### config.mk
export PLATFORM = sky130hd
export DESIGN_NAME = param_shift_register
export DESIGN_NICKNAME = d
export VERILOG_FILES = /design/src/rtl/param_shift_register.sv
export SDC_FILE = /design/constraint.sdc
export NUM_CORES = 1
export LEC_CHECK = 0
export ABC_AREA = 0
export CORE_MARGIN = 4
export CORE_UTILIZATION = 51
export DETAILED_ROUTE_END_ITERATION = 8
export GPL_ROUTABILITY_DRIVEN = 0
export PLACE_DENSITY = 0.8
export SLEW_MARGIN = 20
export SYNTH_ARGS = -nofsm -noshare
export SYNTH_HDL_FRONTEND = slang
export SYNTH_SLANG_ARGS = --single-unit
### constraint.sdc
create_clock -name clk -period 4.6 [get_ports clk]
set_input_delay 0.92 -clock clk [delete_from_list [all_inputs] [get_ports clk]]
set_output_delay 0.92 -clock clk [all_outputs]
set_load 0.05 [all_outputs]
### src/rtl/param_shift_register.sv
// param_shift_register: WIDTH-bit staging/serialisation register with clock
// enable, single-cycle load/shift/rotate/set operations and a sequenced
// multi-position shift engine that reports progress through busy/done.
module param_shift_register #(
    parameter int               WIDTH   = 8,
    parameter logic [WIDTH-1:0] RST_VAL = '0,
    parameter int               CNT_W   = $clog2(WIDTH + 1)
) (
    input  logic             clk,
    input  logic             rst,
    input  logic             ce,
    input  logic [2:0]       mode,
    input  logic             start,
    input  logic [CNT_W-1:0] amt,
    input  logic             sin_l,
    input  logic             sin_r,
    input  logic [WIDTH-1:0] din,
    output logic [WIDTH-1:0] dout,
    output logic             sout_l,
    output logic             sout_r,
    output logic             busy,
    output logic             done
);

    localparam logic [0:0] S_IDLE = 1'b0;
    localparam logic [0:0] S_RUN  = 1'b1;

    localparam logic [2:0] M_HOLD = 3'b000;
    localparam logic [2:0] M_LOAD = 3'b001;
    localparam logic [2:0] M_SHL  = 3'b010;
    localparam logic [2:0] M_SHR  = 3'b011;
    localparam logic [2:0] M_ROTL = 3'b100;
    localparam logic [2:0] M_ROTR = 3'b101;
    localparam logic [2:0] M_ASHR = 3'b110;
    localparam logic [2:0] M_SET  = 3'b111;

    logic [0:0]       state;
    logic [CNT_W-1:0] cnt;
    logic [2:0]       mode_q;

    // One-position step of the selected operation.
    function automatic logic [WIDTH-1:0] step_op(
        input logic [2:0]       m,
        input logic [WIDTH-1:0] cur,
        input logic [WIDTH-1:0] d,
        input logic             sl,
        input logic             sr
    );
        logic signed [WIDTH-1:0] s;
        logic [WIDTH-1:0]        r;
        s = signed'(cur);
        case (m)
            M_HOLD:  r = cur;
            M_LOAD:  r = d;
            M_SHL:   r = {cur[WIDTH-2:0], sr};
            M_SHR:   r = {sl, cur[WIDTH-1:1]};
            M_ROTL:  r = {cur[WIDTH-2:0], cur[WIDTH-1]};
            M_ROTR:  r = {cur[0], cur[WIDTH-1:1]};
            M_ASHR:  r = s >>> 1;
            M_SET:   r = '1;
            default: r = cur;
        endcase
        return r;
    endfunction

    // Only the shift/rotate family can be sequenced over several positions.
    function automatic logic is_multi(input logic [2:0] m);
        return (m >= M_SHL) && (m <= M_ASHR);
    endfunction

    assign sout_l = dout[WIDTH-1];
    assign sout_r = dout[0];
    assign busy   = (state == S_RUN);

    // Register, shift engine FSM and done pulse; done self-clears every edge.
    always_ff @(posedge clk or posedge rst) begin
        if (rst) begin
            dout   <= RST_VAL;
            state  <= S_IDLE;
            cnt    <= '0;
            mode_q <= M_HOLD;
            done   <= 1'b0;
        end else begin
            done <= 1'b0;
            if (ce) begin
                case (state)
                    S_IDLE: begin
                        if (start && is_multi(mode) && (amt != '0)) begin
                            // Capture the operation; shifting starts next edge.
                            mode_q <= mode;
                            cnt    <= amt;
                            state  <= S_RUN;
                        end else begin
                            dout <= step_op(mode, dout, din, sin_l, sin_r);
                            if (start) begin
                                done <= 1'b1;
                            end
                        end
                    end
                    S_RUN: begin
                        // Serial inputs stay live; mode, din and start are ignored.
                        dout <= step_op(mode_q, dout, din, sin_l, sin_r);
                        if (cnt == CNT_W'(1)) begin
                            cnt   <= '0;
                            state <= S_IDLE;
                            done  <= 1'b1;
                        end else begin
                            cnt <= cnt - CNT_W'(1);
                        end
                    end
                    default: begin
                        state <= S_IDLE;
                    end
                endcase
            end
        end
    end

endmodule

Yosys cells after proc, flatten, opt, wreduce, memory -nomap -nowiden --
Cells that the tools add are included.
Word-level totals: bits in registers 17, bits in latches 0, memory bits (writable) 0, ROM bits 0, output and inout bits 12, memories 0
Operators by class: add/subtract/negate cells 1, multipliers 0, divide/modulo/power cells 0, order comparisons 2, equal/unequal tests 21, shifts and indexed selects 0, muxes and demuxes 15, bitwise operators 1, reduce and logical (&&, ||, !) cells 10
Operator list (number):
- 8-bit case mux with 7 select lines | 2
- 3-bit equality test, second input constant | 8
- 8-bit case mux with 2 select lines | 1
- 3-bit by 2-bit equality test with 1-bit output, second input constant | 4
- 2-bit inequality test, second input constant | 6
- 4-bit two-way mux | 2
- 8-bit two-way mux | 1
- 4-bit case mux with 2 select lines | 1
- 3-bit by 1-bit equality test with 1-bit output, second input constant | 2
- 3-bit zero test | 2
- 1-bit two-way mux | 6
- 6-bit AND reduction | 1
- 4-bit by 1-bit equality test with 1-bit output, second input constant | 1
- 1-bit case mux with 2 select lines | 2
- 4-bit AND reduction | 1
- 4-bit nonzero test | 1
- 4-bit by 1-bit subtractor with 4-bit output, second input constant | 1
- 3-bit by 2-bit >= comparator with 1-bit output, second input constant | 1
- 3-bit <= comparator, second input constant | 1
- 1-bit logical AND | 3
- 3-bit AND reduction | 1
- 2-bit AND reduction | 1
- 1-bit NOT | 1

Depth between registers and ports, before layout --
depth after elaboration 7, gate-level depth with buffers 6, mapped depth without buffers 6

Worst setup path after synthesis --
No wires, ideal clock.
path kind input -> register, start point input port mode[1], end point register mode_q[0], library setup time 128 ps, arrival 2075 ps, path slack 2397 ps, cell stages on the path 5, buffers on the path 1, cells stage by stage buf_4 nor2_1 or4_4 nor2_4 mux2_1
Between the ends: word-level cells in the longest chain between the ends 5
Ends and longest elaborated chain:
- from (decl) | line 12 | input logic [2:0] mode,
- 3-bit by 2-bit >= comparator with 1-bit output or 3-bit <= comparator (tied branches) | line 68 | return (m >= M_SHL) && (m <= M_ASHR);
- 1-bit logical AND * | line 68
- 1-bit logical AND * (2 in series) | line 88 | if (start && is_multi(mode) && (amt != '0)) begin
- 3-bit AND reduction (no line) *
- to (signal assigned) | line 90 | mode_q <= mode;
- to (decl) | line 39 | logic [2:0] mode_q;
Mark *: on every way between the ends. The rest lies on a longest branch, timed or not. A chain may end at the register's enable or synchronous reset.

Worst setup path in the final report --
start point register state (netlist: busy), end point output port busy
RTL lines:
- from (decl) | line 37 | logic [0:0] state;
- from (signal assigned) | line 79 | state <= S_IDLE;
- from (signal assigned) | line 92 | state <= S_RUN;
- from (signal assigned) | line 105 | state <= S_IDLE;
- to (decl) | line 21 | output logic busy,
No word-level cell between the ends.

==> results.sh <==
export IMPL_grt_pass1_vias=1414
export IMPL_postCtsHoldBufs=0
export IMPL_io_buffers=32
export IMPL_nets=212
export IMPL_crit_buf_inv=1
export IMPL_pwr_share_comb_pct=60.9
export IMPL_critPathArrivalTime_ns=2.08
export IMPL_drive_gt1_share_pct=7.45
export IMPL_grt_overflow=0
export IMPL_dpl_cell_area_um2=1800
export IMPL_start_kind="flip-flop"
export IMPL_clk_latency_ns=0.30
export IMPL_h_tree_depth=1
export IMPL_synth_area_leaders="dfrtp_1 (28%), mux2_1 (8.1%), o221ai_1 (6.3%)"
export IMPL_tritoncts="done"
export IMPL_syn_area_um2=1520
export IMPL_post_dp_hpwl_um=2800
export IMPL_dieArea_um2=3920
export IMPL_period_minus_slack_ns=3.00
export IMPL_slowest_delay_ns=0.94
export IMPL_final_max_slew_violation_count=0
export IMPL_drc=0
export IMPL_synth_cells=167
export IMPL_r2r_start="busy"
export IMPL_wl_per_cell_um=18.4
export IMPL_synth_fp_nets=190
export IMPL_setup_ws_ns=1.60
export IMPL_synth_top_area_share_pct=27.9
export IMPL_hp_start="cnt[3]"
export IMPL_endpoint_kind="output port"
export IMPL_synth_edf_count=0
export IMPL_switchingPower_mw=0.583
export IMPL_dr_wl_met2_um=1820
export IMPL_ff2ff_path_depth=4
export IMPL_ir_drop_mv=0.428
export IMPL_m1WireLength_um=1850
export IMPL_grt_use_total_pct=21.1
export IMPL_status="finished, final reports clean"
export IMPL_timing_rr_end="dout[5]"
export IMPL_path_max_fanout=21
export IMPL_pwr_share_clk_pct=7.3
export IMPL_maxCapViolations=0
export IMPL_areaGrowthSynthToFinish_pct=20.1
export IMPL_rsz0062_at_grt="false"
export IMPL_wl_met3_um=321
export IMPL_postCtsSetupBuffers=0
export IMPL_row_count=19
export IMPL_hp_class="reg -> reg"
export IMPL_power_density_nw_per_um2=623
export IMPL_clock_sinks=17
export IMPL_p_int_mw=0.556
export IMPL_cts_root_buf="clkbuf_4"
export IMPL_ios=33
export IMPL_synth_cell_types=46
export IMPL_seq_power_share_pct=31.8
export IMPL_pre_cts_ws_ns=1.50
export IMPL_crit_chain="clkdlybuf4s50_1"
export IMPL_design_area_um2=1830
export IMPL_cp_required_ns=3.68
export IMPL_antenna_found_initial=0
export IMPL_synth_ff_type="dfrtp_1"
export IMPL_synth_largest_area_cell="dfrtp_1"
export IMPL_initial_core_util_pct=54.3
export IMPL_antenna_cells=0
export IMPL_grt_max_degree=22
export IMPL_synthArstFlopShare_pct=100
export IMPL_grt_first_pass_wirelength_um=6860
export IMPL_coreArea_um2=2810
export IMPL_synth_seq_cells=17
export IMPL_clock_path_buffers=2
export IMPL_fin_crit_sh_pct=65.3
export IMPL_clk_pin_slew_worst_paths_ns=0.10
export IMPL_ys_warn_count=0
export IMPL_finalClockSkew_ns=0.00564
export IMPL_die_w_um=62.6
export IMPL_seq_area_frac_synth_pct=27.9
export IMPL_finalSetupViolCount=0
export IMPL_final_cell_mix="clkdlybuf4s50_1 (32), dfrtp_1 (17), nor2b_1 (12), a211oi_1 (12)"
export IMPL_p_leak_nw=0.651
export IMPL_max_freq_mhz=333
export IMPL_cts_resized=0
export IMPL_dr_pass1_iters=4
export IMPL_wirelength_um=4030
export IMPL_vias=1480
export IMPL_dieHeight_um=62.6
export IMPL_final_common_cell="clkdlybuf4s50_1"
export IMPL_slew_headroom_pct=49.5
export IMPL_criticalPathCategory="reg -> out"
export IMPL_cts_made_buffers=3
export IMPL_hold_violations=0
export IMPL_vias_per_cell=6.76
export IMPL_synth_avg_cell_area_um2=9.12
export IMPL_setup_tns_ns=0
export IMPL_crit_slowest_cell="clkdlybuf4s50_1"
export IMPL_worst_slew_pin_slew_ns=0.758
export IMPL_worstHoldPathCells=1
export IMPL_drtIter0Drc=158
export IMPL_top_layer_used="met4"
export IMPL_ant_nets=0
export IMPL_min_delay_worst_endpoint="cnt[3]"
export IMPL_swShare_pct=51.2
export IMPL_crit_family="buffers and inverters"
export IMPL_r2r_slack_ns=2.18
logic make-up (layout without fill, tap and decap cells):
family,Yosys count,after routing,synth area share [%]
and+or+nand+nor,49,49,21.1
buffers and inverters,22,43,6.90
muxes,14,14,10.3
DFF,17,17,27.9
xor gates and xnor gates,2,2,1.64
AOI/OAI and AO/OA,61,61,30.5
adders and majority gates,2,2,1.64
synth_stat cells, drive strengths merged, types with 4 or more instances:
cell type,instances
dfrtp,17
mux2,13
a211oi,12
nor2b,12
buf,11
o221ai,11
o22ai,9
a21oi,7
inv,7
nor3,6
o21ai,6
nor2,5
clkbuf,4
nand2,4
or3b,4
per-stage QoR:
step / cells / hold slack (ns) / util, % / total power, mW
after global placement: 215 / 0.584 / 64.3 / 1.03
after detailed placement: 215 / 0.602 / 64.3 / 1.05
after CTS: 219 / 0.632 / 65.2 / 1.14
final: 219 / 0.632 / 65.2 / 1.14
after floorplan: 167 / 0.551 / - / 0.862
after global routing: 219 / 0.670 / 65.2 / 1.23
per-layer routing:
layer	global-route usage, %	up-vias
li1	-	707
met1	30.1	691
met2	32.8	75
met3	4.14	7
met4	5.23	0
met5	0	-
flip-flops by register name, summed over array words and instances (netlist names):
signal and cells:
busy 1, cnt 4, done 1, dout 8, mode_q 3
power by group through the flow:
stage                     sequential [mW]  clock [mW]  combinational (mW)
after detailed placement            0.361           0               0.694
after floorplan                     0.423           0               0.439
after global placement              0.355           0               0.678
final                               0.363      0.0827               0.694
after global routing                0.381      0.0959               0.748
after CTS                           0.357      0.0864               0.696
worst max path at each step:
stage	startpoint	to	slack, ns	depth (start not counted)
2_1_floorplan	mode[1]	mode_q[0]	2.40	5
3_3_place_gp	mode[0]	mode_q[0]	1.54	5
3_5_place_dp	mode[0]	mode_q[0]	1.50	5
4_1_cts	busy	busy	1.60	1
5_1_grt	busy	busy	1.50	1
6_report	busy	busy	1.60	1
cell type report:
type	count	area [µm²]
Timing Repair Buffer	32	320
Fill cell	237	976
Clock buffer	4	26.3
Tap cell	31	38.8
Inverter	7	26.3
Sequential cell	17	425
Multi-Input combinational cell	128	992
Note: power is estimated with default switching activity, not from simulation.
